===== src/rtl/traffic_pkg.sv =====
// traffic_pkg: shared phase/state types and widths for the traffic light monitor
package traffic_pkg;
    localparam int TIME_W  = 8;
    localparam int CYCLE_W = 16;

    typedef enum logic [1:0] {PH_RED = 2'd0, PH_GREEN = 2'd1, PH_YELLOW = 2'd2, PH_NONE = 2'd3} phase_e;
    typedef enum logic [1:0] {ST_RED = 2'd0, ST_GREEN = 2'd1, ST_YELLOW = 2'd2, ST_SYNC = 2'd3} state_e;

    function automatic logic [1:0] next_phase(input logic [1:0] p);
        return p == PH_RED ? PH_GREEN : p == PH_GREEN ? PH_YELLOW : p == PH_YELLOW ? PH_RED : PH_NONE;
    endfunction
endpackage


===== src/rtl/phase_timer.sv =====
// phase_timer: saturating phase-length counter with clear, restart-at-one and increment
module phase_timer
    import traffic_pkg::*;
(
    input  logic              clk,
    input  logic              rst,
    input  logic              clr,
    input  logic              start,
    input  logic              inc,
    output logic [TIME_W-1:0] count
);
    always_ff @(posedge clk or negedge rst)
        if (!rst)
            count <= '0;
        else if (clr)
            count <= '0;
        else if (start)
            count <= TIME_W'(1);
        else if (inc && count != '1)
            count <= count + 1'b1;
endmodule


===== src/rtl/traffic_light_monitor.sv =====
// traffic_light_monitor: checks lamp legality, phase order and phase durations of a traffic light controller
module traffic_light_monitor
    import traffic_pkg::*;
(
    input  logic               clk,
    input  logic               rst,
    input  logic               maint_mode,
    input  logic               err_clr,
    input  logic               red_light,
    input  logic               yellow_light,
    input  logic               green_light,
    input  logic [TIME_W-1:0]  red_time,
    input  logic [TIME_W-1:0]  yellow_time,
    input  logic [TIME_W-1:0]  green_time,
    output logic [1:0]         cur_phase,
    output logic               len_valid,
    output logic [1:0]         len_phase,
    output logic [TIME_W-1:0]  measured_len,
    output logic               err_illegal,
    output logic               err_sequence,
    output logic               err_duration,
    output logic [CYCLE_W-1:0] cycle_count
);
    state_e            state;
    logic [1:0]        prev, smp, n_full;
    logic [TIME_W-1:0] cnt, lat, prog_time;
    logic              legal, change, trk, first;

    assign legal     = $onehot({red_light, yellow_light, green_light});
    assign smp       = !legal ? PH_NONE : red_light ? PH_RED : green_light ? PH_GREEN : PH_YELLOW;
    assign change    = legal && smp != prev;
    assign trk       = state != ST_SYNC;
    assign prog_time = smp == PH_RED ? red_time : smp == PH_GREEN ? green_time : yellow_time;

    phase_timer u_timer (
        .clk   (clk),
        .rst   (rst),
        .clr   (maint_mode || !legal),
        .start (change),
        .inc   (1'b1),
        .count (cnt)
    );

    // first marks the partial phase entered from SYNC; n_full counts fully tracked phases since then
    always_ff @(posedge clk or negedge rst) begin
        if (!rst) begin
            state        <= ST_SYNC;
            cur_phase    <= PH_NONE;
            prev         <= PH_NONE;
            len_valid    <= 1'b0;
            len_phase    <= '0;
            measured_len <= '0;
            err_illegal  <= 1'b0;
            err_sequence <= 1'b0;
            err_duration <= 1'b0;
            cycle_count  <= '0;
            lat          <= '0;
            first        <= 1'b1;
            n_full       <= '0;
        end else begin
            prev         <= smp;
            len_valid    <= 1'b0;
            err_illegal  <= err_illegal & ~err_clr;
            err_sequence <= err_sequence & ~err_clr;
            err_duration <= err_duration & ~err_clr;
            if (maint_mode || !legal) begin
                state     <= ST_SYNC;
                cur_phase <= PH_NONE;
                if (!maint_mode)
                    err_illegal <= 1'b1;
            end else if (change) begin
                state     <= state_e'(smp);
                cur_phase <= smp;
                lat       <= prog_time;
                if (trk && !first) begin
                    len_valid    <= 1'b1;
                    len_phase    <= cur_phase;
                    measured_len <= cnt;
                    if (cnt != lat)
                        err_duration <= 1'b1;
                end
                if (trk && smp == next_phase(cur_phase)) begin
                    first  <= 1'b0;
                    n_full <= first ? 2'd0 : n_full == 2'd3 ? 2'd3 : n_full + 2'd1;
                    if (!first && cur_phase == PH_YELLOW && n_full >= 2'd2 && cycle_count != '1)
                        cycle_count <= cycle_count + 1'b1;
                end else begin
                    if (trk)
                        err_sequence <= 1'b1;
                    first  <= 1'b1;
                    n_full <= '0;
                end
            end
        end
    end
endmodule


===== config.mk =====
export PLATFORM = sky130hd
export DESIGN_NAME = traffic_light_monitor
export DESIGN_NICKNAME = d
export VERILOG_FILES = /design/src/rtl/traffic_pkg.sv /design/src/rtl/phase_timer.sv /design/src/rtl/traffic_light_monitor.sv
export SDC_FILE = /design/constraint.sdc
export NUM_CORES = 1
export LEC_CHECK = 0
export BUFFER_PORTS_ARGS = -buffer_cell sky130_fd_sc_hd__buf_2
export CAP_MARGIN = 20
export CORE_MARGIN = 5
export CORE_UTILIZATION = 49
export DETAILED_ROUTE_END_ITERATION = 7
export GPL_TIMING_DRIVEN = 0
export PLACE_DENSITY = 0.79
export SYNTH_ARGS = -nofsm -noshare
export SYNTH_HDL_FRONTEND = slang
export SYNTH_SLANG_ARGS = --single-unit

===== constraint.sdc =====
create_clock -name clk -period 2.1 [get_ports clk]
set_input_delay 0 -clock clk [delete_from_list [all_inputs] [get_ports clk]]
set_output_delay 0 -clock clk [all_outputs]
set_load 0.005 [all_outputs]

# Word-level counts from Yosys, hierarchy flattened
# Index checks and enable logic that the tools add are counted.
[totals]
register_bits = 53
latchBits = 0
ram_bits = 0
romBits = 0
inputBits = 31
out_inout_bits = 32
n_memories = 0
[op_classes]
addsub = 5
mul = 0
div_mod_pow = 0
n_lt_le_gt_ge = 1
eq_ne = 11
shift = 0
n_mux = 30
bitwise = 5
reduce_logical = 16
[op_table]
columns = ["cell", "n"]
rows = [
  ["2-to-1 mux 8 bit", 5],
  ["2-to-1 mux 2 bit", 11],
  ["adder 16 x 1 -> 16 bit (second input constant)", 1],
  ["!= test 16 bit (second input constant)", 1],
  ["2-to-1 mux 1 bit", 14],
  ["adder 8 x 1 -> 8 bit (second input constant)", 1],
  ["!= test 8 bit", 1],
  ["!= test 8 bit (second input constant)", 1],
  ["equality test 2 x 1 -> 1 bit (second input constant)", 3],
  ["logical AND 1 bit", 6],
  ["equality test 2 bit (second input constant)", 2],
  ["zero test 2 bit", 2],
  ["AND reduction 4 bit", 1],
  ["bitwise AND 1 bit", 3],
  ["AND reduction 3 bit", 1],
  ["nonzero test 3 bit", 1],
  ["adder 1 x 1 -> 2 bit", 1],
  ["adder 2 x 1 -> 2 bit", 1],
  ["adder 2 x 1 -> 2 bit (second input constant)", 1],
  ["equality test 2 bit", 1],
  ["greater-or-equal comparator 2 bit (second input constant)", 1],
  ["zero test 1 bit", 2],
  ["!= test 2 bit", 1],
  ["!= test 2 bit (second input constant)", 1],
  ["other kinds (4)", 5],
]

# Depth between registers and ports, before layout
[depth]
word_depth = 9
ltp_mapped = 10

# Hierarchy
# Synthesis repeated with hierarchy kept, for this count alone.
[hier_totals]
hier_cells = 305
area_unflattened_um2 = 2841.5
[by_module_without_submodules]
columns = ["module", "instances", "cells_per_inst", "area_per_inst_um2", "seq_area_each_um2"]
rows = [
  ["traffic_light_monitor", 1, 256, 2374.8, 1132.3],
  ["phase_timer", 1, 49, 466.7, 200.2],
]

# Worst setup path before layout
# No wires, ideal clock.
[synth_timing]
kind = "register -> register"
from = "register state[0]"
to = "register cycle_count[1]"
setup_time_ps = 125
t_arrival_ps = 2021
required_time_ps = 1975
setup_slack_ps = -46
stages_incl_launch_ff = 7
n_path_buf = 0
cell_sequence = "dfstp_2 inv_1 ha_1 or4_1 nand3_2 nand2_2 mux2_4"
[synth_via]
elab_chain_cells = 7
elab_cells_between_ends = 13
cone_classes = "eq/ne (4); mux (3); reduce/logical (6)"
[synth_rtl]
columns = ["item", "line_no", "text"]
rows = [
  ["start, declared", "traffic_light_monitor.sv:24", "state_e state;"],
  ["start signal, assigned", "traffic_light_monitor.sv:72", "state <= state_e'(smp);"],
  ["equality test 2 bit", "n/a", ""],
  ["2-to-1 mux 2 bit (3 in series)", "n/a", ""],
  ["equality test 2 bit", "n/a", ""],
  ["logical AND 1 bit", "traffic_light_monitor.sv:82", "if (trk && smp == next_phase(cur_phase)) begin"],
  ["AND reduction 4 bit (no line) *", "n/a", ""],
  ["end signal, assigned", "traffic_light_monitor.sv:86", "cycle_count <= cycle_count + 1'b1;"],
  ["end, declared", "traffic_light_monitor.sv:22", "output logic [CYCLE_W-1:0] cycle_count"],
]
# Mark *: on every way between the ends. The rest lies on a longest branch, timed or not.
# A chain may end at the register's enable or synchronous reset.

# Worst setup path after layout
[layout_timing]
from = "register state[1]"
to = "register cycle_count[13]"
# The elaborated chain is that of the path after synthesis.

==> metrics.log <==
INFO  metric dominant_combinational_cell_family_by_area_after_synthesis = simple AND/OR/NAND/NOR gates
INFO  metric setup.worst_path.class = register to register
INFO  metric worst_slack = ~80 ps
INFO  metric fmax = 0.495 GHz
INFO  metric clock_insertion_delay_worst_skew = 300 ps
INFO  metric gp_weighted_congestion = between 0.7 and 0.8
INFO  metric hold_slack = approximately 11 ps
INFO  metric post_drt_via_cell_ratio = 5.30
INFO  metric yosys.area_share.simple = approximately a fifth
INFO  metric met2_length = slightly below 3000 um
INFO  metric clock_tree.root_cell = sky130_fd_sc_hd__clkbuf_8
INFO  metric yosys.area_share.xor_xnor = between 8 and 9%
INFO  metric dp.final_hpwl = 4630 um
INFO  metric cp_max_fo = 8
INFO  metric placed_cells_incl_taps = around 410
INFO  metric tritoncts = done
INFO  metric via_count = approximately 2300
INFO  metric synth.avg_cell_area = roughly 10 um^2
INFO  metric core_region_area = ~0.0056 mm^2
INFO  metric rsz0062_at_grt = yes
INFO  metric post_synth_most_frequent_cells = sky130_fd_sc_hd__dfrtp_1, sky130_fd_sc_hd__nand2_1, sky130_fd_sc_hd__xnor2_1, sky130_fd_sc_hd__o21ai_0, sky130_fd_sc_hd__nand3_1
INFO  metric floorplan.initialDensity = 51.3%
INFO  metric critical-path-max-stage-delay = 560 ps
INFO  metric synth-main-ff-cell = sky130_fd_sc_hd__dfrtp_1
INFO  metric synthMostInstantiatedCell = sky130_fd_sc_hd__dfrtp_1
INFO  metric portBuffers = 62
INFO  metric drv.max_cap_violation_count = 0
INFO  metric synth.distinct_cells = 54
INFO  metric ys_async_sr_fraction = 100%
INFO  metric synth.top_cells.by_area = sky130_fd_sc_hd__dfrtp_1, sky130_fd_sc_hd__xnor2_1, sky130_fd_sc_hd__dfstp_2, sky130_fd_sc_hd__o21ai_0, sky130_fd_sc_hd__nand2_1
INFO  metric post_synthesis_share_of_cell_area_spent_on_full_adders_half_adders_and_majority_gates = 4.20%
INFO  metric slew_worst_pin = between 400 and 500 ps
INFO  metric route.final.wire_length = 6120 um
INFO  metric fin_tns_setup = 0 ps
INFO  metric antenna_cells = 0
INFO  metric fp.dieArea = 0.00746 mm^2
INFO  metric ys_seq_area_share = 46.6%
INFO  metric instances_no_fill = 434
INFO  metric drt_iter0_drc = 148
INFO  metric first_pass_grt_wire_length = ~11000 um
INFO  metric first_global_vias = ~2200
INFO  metric highest_signal_layer = met4
INFO  metric post_synth_inst_count = about 280
INFO  metric synth_compound_area_share = 8.66%
INFO  metric min_cycle_time_layout = ~2000 ps
INFO  metric final_clock_period_utilization_by_the_worst_path = a little over nine tenths
INFO  metric netlist_area = 0.00286 mm^2
INFO  metric critPathRequiredTime = ~2300 ps
INFO  metric timing.critical_path.arrival = ~2200 ps
INFO  metric htreeDepth = 2
INFO  metric area_delta_synth_final = 25.4%
INFO  metric critical-path-top-delay-family = simple AND/OR/NAND/NOR gates
INFO  metric post_synth_mux_area_share = between 7 and 8%
INFO  metric antenna_found_initial = 0
INFO  metric layout.core_utilization = around 64%
INFO  metric routed-wl-met3 = 254 um
INFO  metric synth_enable_flop_cells = 0
INFO  metric skew = about 4.7 ps
INFO  metric max-vdd-ir-drop = about 0.32 mV
INFO  metric yosys_warnings = 0
INFO  metric power.density_cell_area = ~670 mW/mm^2
INFO  metric critPathCaptureType = register
INFO  metric timing.final.max_slew_violations = 0
INFO  metric place_worst_setup_slack = -214 ps
INFO  metric ys_seq_elements = 53
INFO  metric detail_route.first_pass.iterations = 4
INFO  metric critPathSlowestCell = sky130_fd_sc_hd__dfstp_2
INFO  metric timing.critical_path.buf_inv = 2
INFO  metric cts_buffer_depth = 2
INFO  metric worstHoldPathType = primary input to register
INFO  metric cell_taking_the_most_area_after_synthesis = sky130_fd_sc_hd__dfrtp_1
INFO  metric globalRouteOverflowTotal = 0
INFO  metric post_route_cells_drive_above_1_share = about a third
INFO  metric synth_fp_nets = ~320
INFO  metric cts_num_sinks = 53
INFO  metric grt.total_usage = 17.2%
INFO  metric synth_top_cell_area_share = between 40% and 50%
INFO  metric detail_route.drc_violations = 0
INFO  metric hold_violations = 0
INFO  metric routed_wire_length_per_instance = between 10 and 15 um
INFO  metric worst_slew_margin_rel = 69.2%
INFO  metric final_nets = ~400
INFO  metric power.static_leakage = approximately 1.7 nW
INFO  metric chipWidth = just under 90 um
INFO  metric die_h = slightly below 90 um
INFO  metric clkTransAtPathRegs = around 90 ps
INFO  metric wl_met1 = roughly 2800 um
INFO  metric number_of_standard_cell_rows_in_the_floorplan = 27
INFO  metric critical_path.cell_chain = inv_2 > ha_4 > or4_4 > nand3_4 > buf_4 > nand4b_1 > xnor2_1
INFO  metric crit_path_start_kind = register
INFO  metric grt_start_max_net_pins = 38
INFO  metric outcome = finished clean
INFO  metric finalSetupViolations = 0
INFO  metric i_o_pin_total = 63
INFO  metric drt.antenna.violating_nets = 0
INFO  metric cts_made_buffers = 5
INFO  metric fill_cells = 465
## per-layer routing
| layer | vias to the layer above | GRT usage (%) |
|---|---|---|
| met5 | - | 0 |
| met4 | 0 | 6.80 |
| met3 | 8 | 1.71 |
| met2 | 55 | 27.7 |
| met1 | 1108 | 24.0 |
| li1 | 1130 | - |
## sequential cells by signal, summed over array words and instances, names as in the netlist
register       count
cycle_count       16
err_illegal        1
err_duration       1
len_valid          1
err_sequence       1
lat                8
state              2
n_full             2
len_phase          2
first              1
measured_len       8
prev               2
u_timer.count      8
## worst paths after layout
path	end	start	slack (ps)	cells past startpoint
min	lat[6]$_DFFE_PN0P_	yellow_time[6]	10	3
max in group asynchronous	first$_DFFE_PN1P_	rst	1380	3
min in group asynchronous	lat[7]$_DFFE_PN0P_	rst	140	2
max reg2reg	cycle_count[13]$_DFFE_PN0P_	state[1]$_DFFE_PN1P_	80	7
max	cycle_count[13]$_DFFE_PN0P_	state[1]$_DFFE_PN1P_	80	7
min reg2reg	len_phase[0]$_DFFE_PN0P_	len_phase[0]$_DFFE_PN0P_	490	2
## cells in the final DEF (no fill, tap or decap), types with 3 or more instances in the layout
cell                            instances
sky130_fd_sc_hd__clkbuf_1               6
sky130_fd_sc_hd__nand3_1               17
sky130_fd_sc_hd__mux2i_1               10
sky130_fd_sc_hd__nor3_1                 4
sky130_fd_sc_hd__nand2b_1               3
sky130_fd_sc_hd__dlygate4sd3_1          6
sky130_fd_sc_hd__nor2_1                15
sky130_fd_sc_hd__ha_1                   6
sky130_fd_sc_hd__nand4_1                6
sky130_fd_sc_hd__and3_1                 6
sky130_fd_sc_hd__nand4b_1               3
sky130_fd_sc_hd__buf_2                 64
sky130_fd_sc_hd__inv_1                 11
sky130_fd_sc_hd__o21ai_0               22
sky130_fd_sc_hd__dfrtp_1               48
sky130_fd_sc_hd__xnor2_1               25
sky130_fd_sc_hd__buf_4                  8
sky130_fd_sc_hd__nor2b_1                3
sky130_fd_sc_hd__mux2_2                 8
sky130_fd_sc_hd__nand2_1               29
sky130_fd_sc_hd__clkbuf_8               6
sky130_fd_sc_hd__dfstp_2                5
## area by class of cell
cell class	instances	area, um^2	area share [%]
Clock buffer	7	86.3	2.41
Multi-Input combinational cell	202	1500	41.8
Inverter	13	48.8	1.36
Clock inverter	1	30.0	0.837
Sequential cell	53	1330	37.1
Tap cell	72	90.1	2.51
Buffer	8	40.0	1.12
Timing Repair Buffer	78	462	12.9
## through the flow
stage / power, W / area, um^2
2_1_floorplan: 0.00149 / 2870
3_3_place_gp: 0.00162 / 3270
3_5_place_dp: 0.00165 / 3290
4_1_cts: 0.00238 / 3540
5_1_grt: 0.00253 / 3590
6_report: 0.00239 / 3590
## power by group
group | internal (W) | switching (W)
Combinational | 0.000235 | 0.000248
Clock | 0.000389 | 0.000314
Sequential | 0.00113 | 0.0000765
Total | 0.00175 | 0.000639
## worst reg2reg max path, delay by kind of cell, from the launching register on
| kind | cells | cell delay (ps) |
|---|---|---|
| simple gates | 3 | 790 |
| fa+ha+maj | 1 | 240 |
| buf+inv | 2 | 190 |
| flops | 1 | 560 |
| xor+xnor | 1 | 150 |
## timing repair
| action | CTS | global route |
|---|---|---|
| gates cloned | 1 | 0 |
| resized for setup | 5 | 7 |
| pin swaps | 3 | 4 |
| setup buffers | 5 | 3 |
| setup endpoints to repair | 14 | 16 |
| hold endpoints to repair | 53 | 0 |
| hold buffers | 6 | 0 |
## cells by family (layout without fill, tap and decap cells)
family / count (synthesis) / after routing
compound gates: 38 / 38
xor+xnor: 28 / 28
fa+ha+maj: 9 / 9
buf+inv: 21 / 107
flops: 53 / 53
mux: 20 / 20
simple gates: 107 / 107
Note: power is estimated with default switching activity, not from simulation.
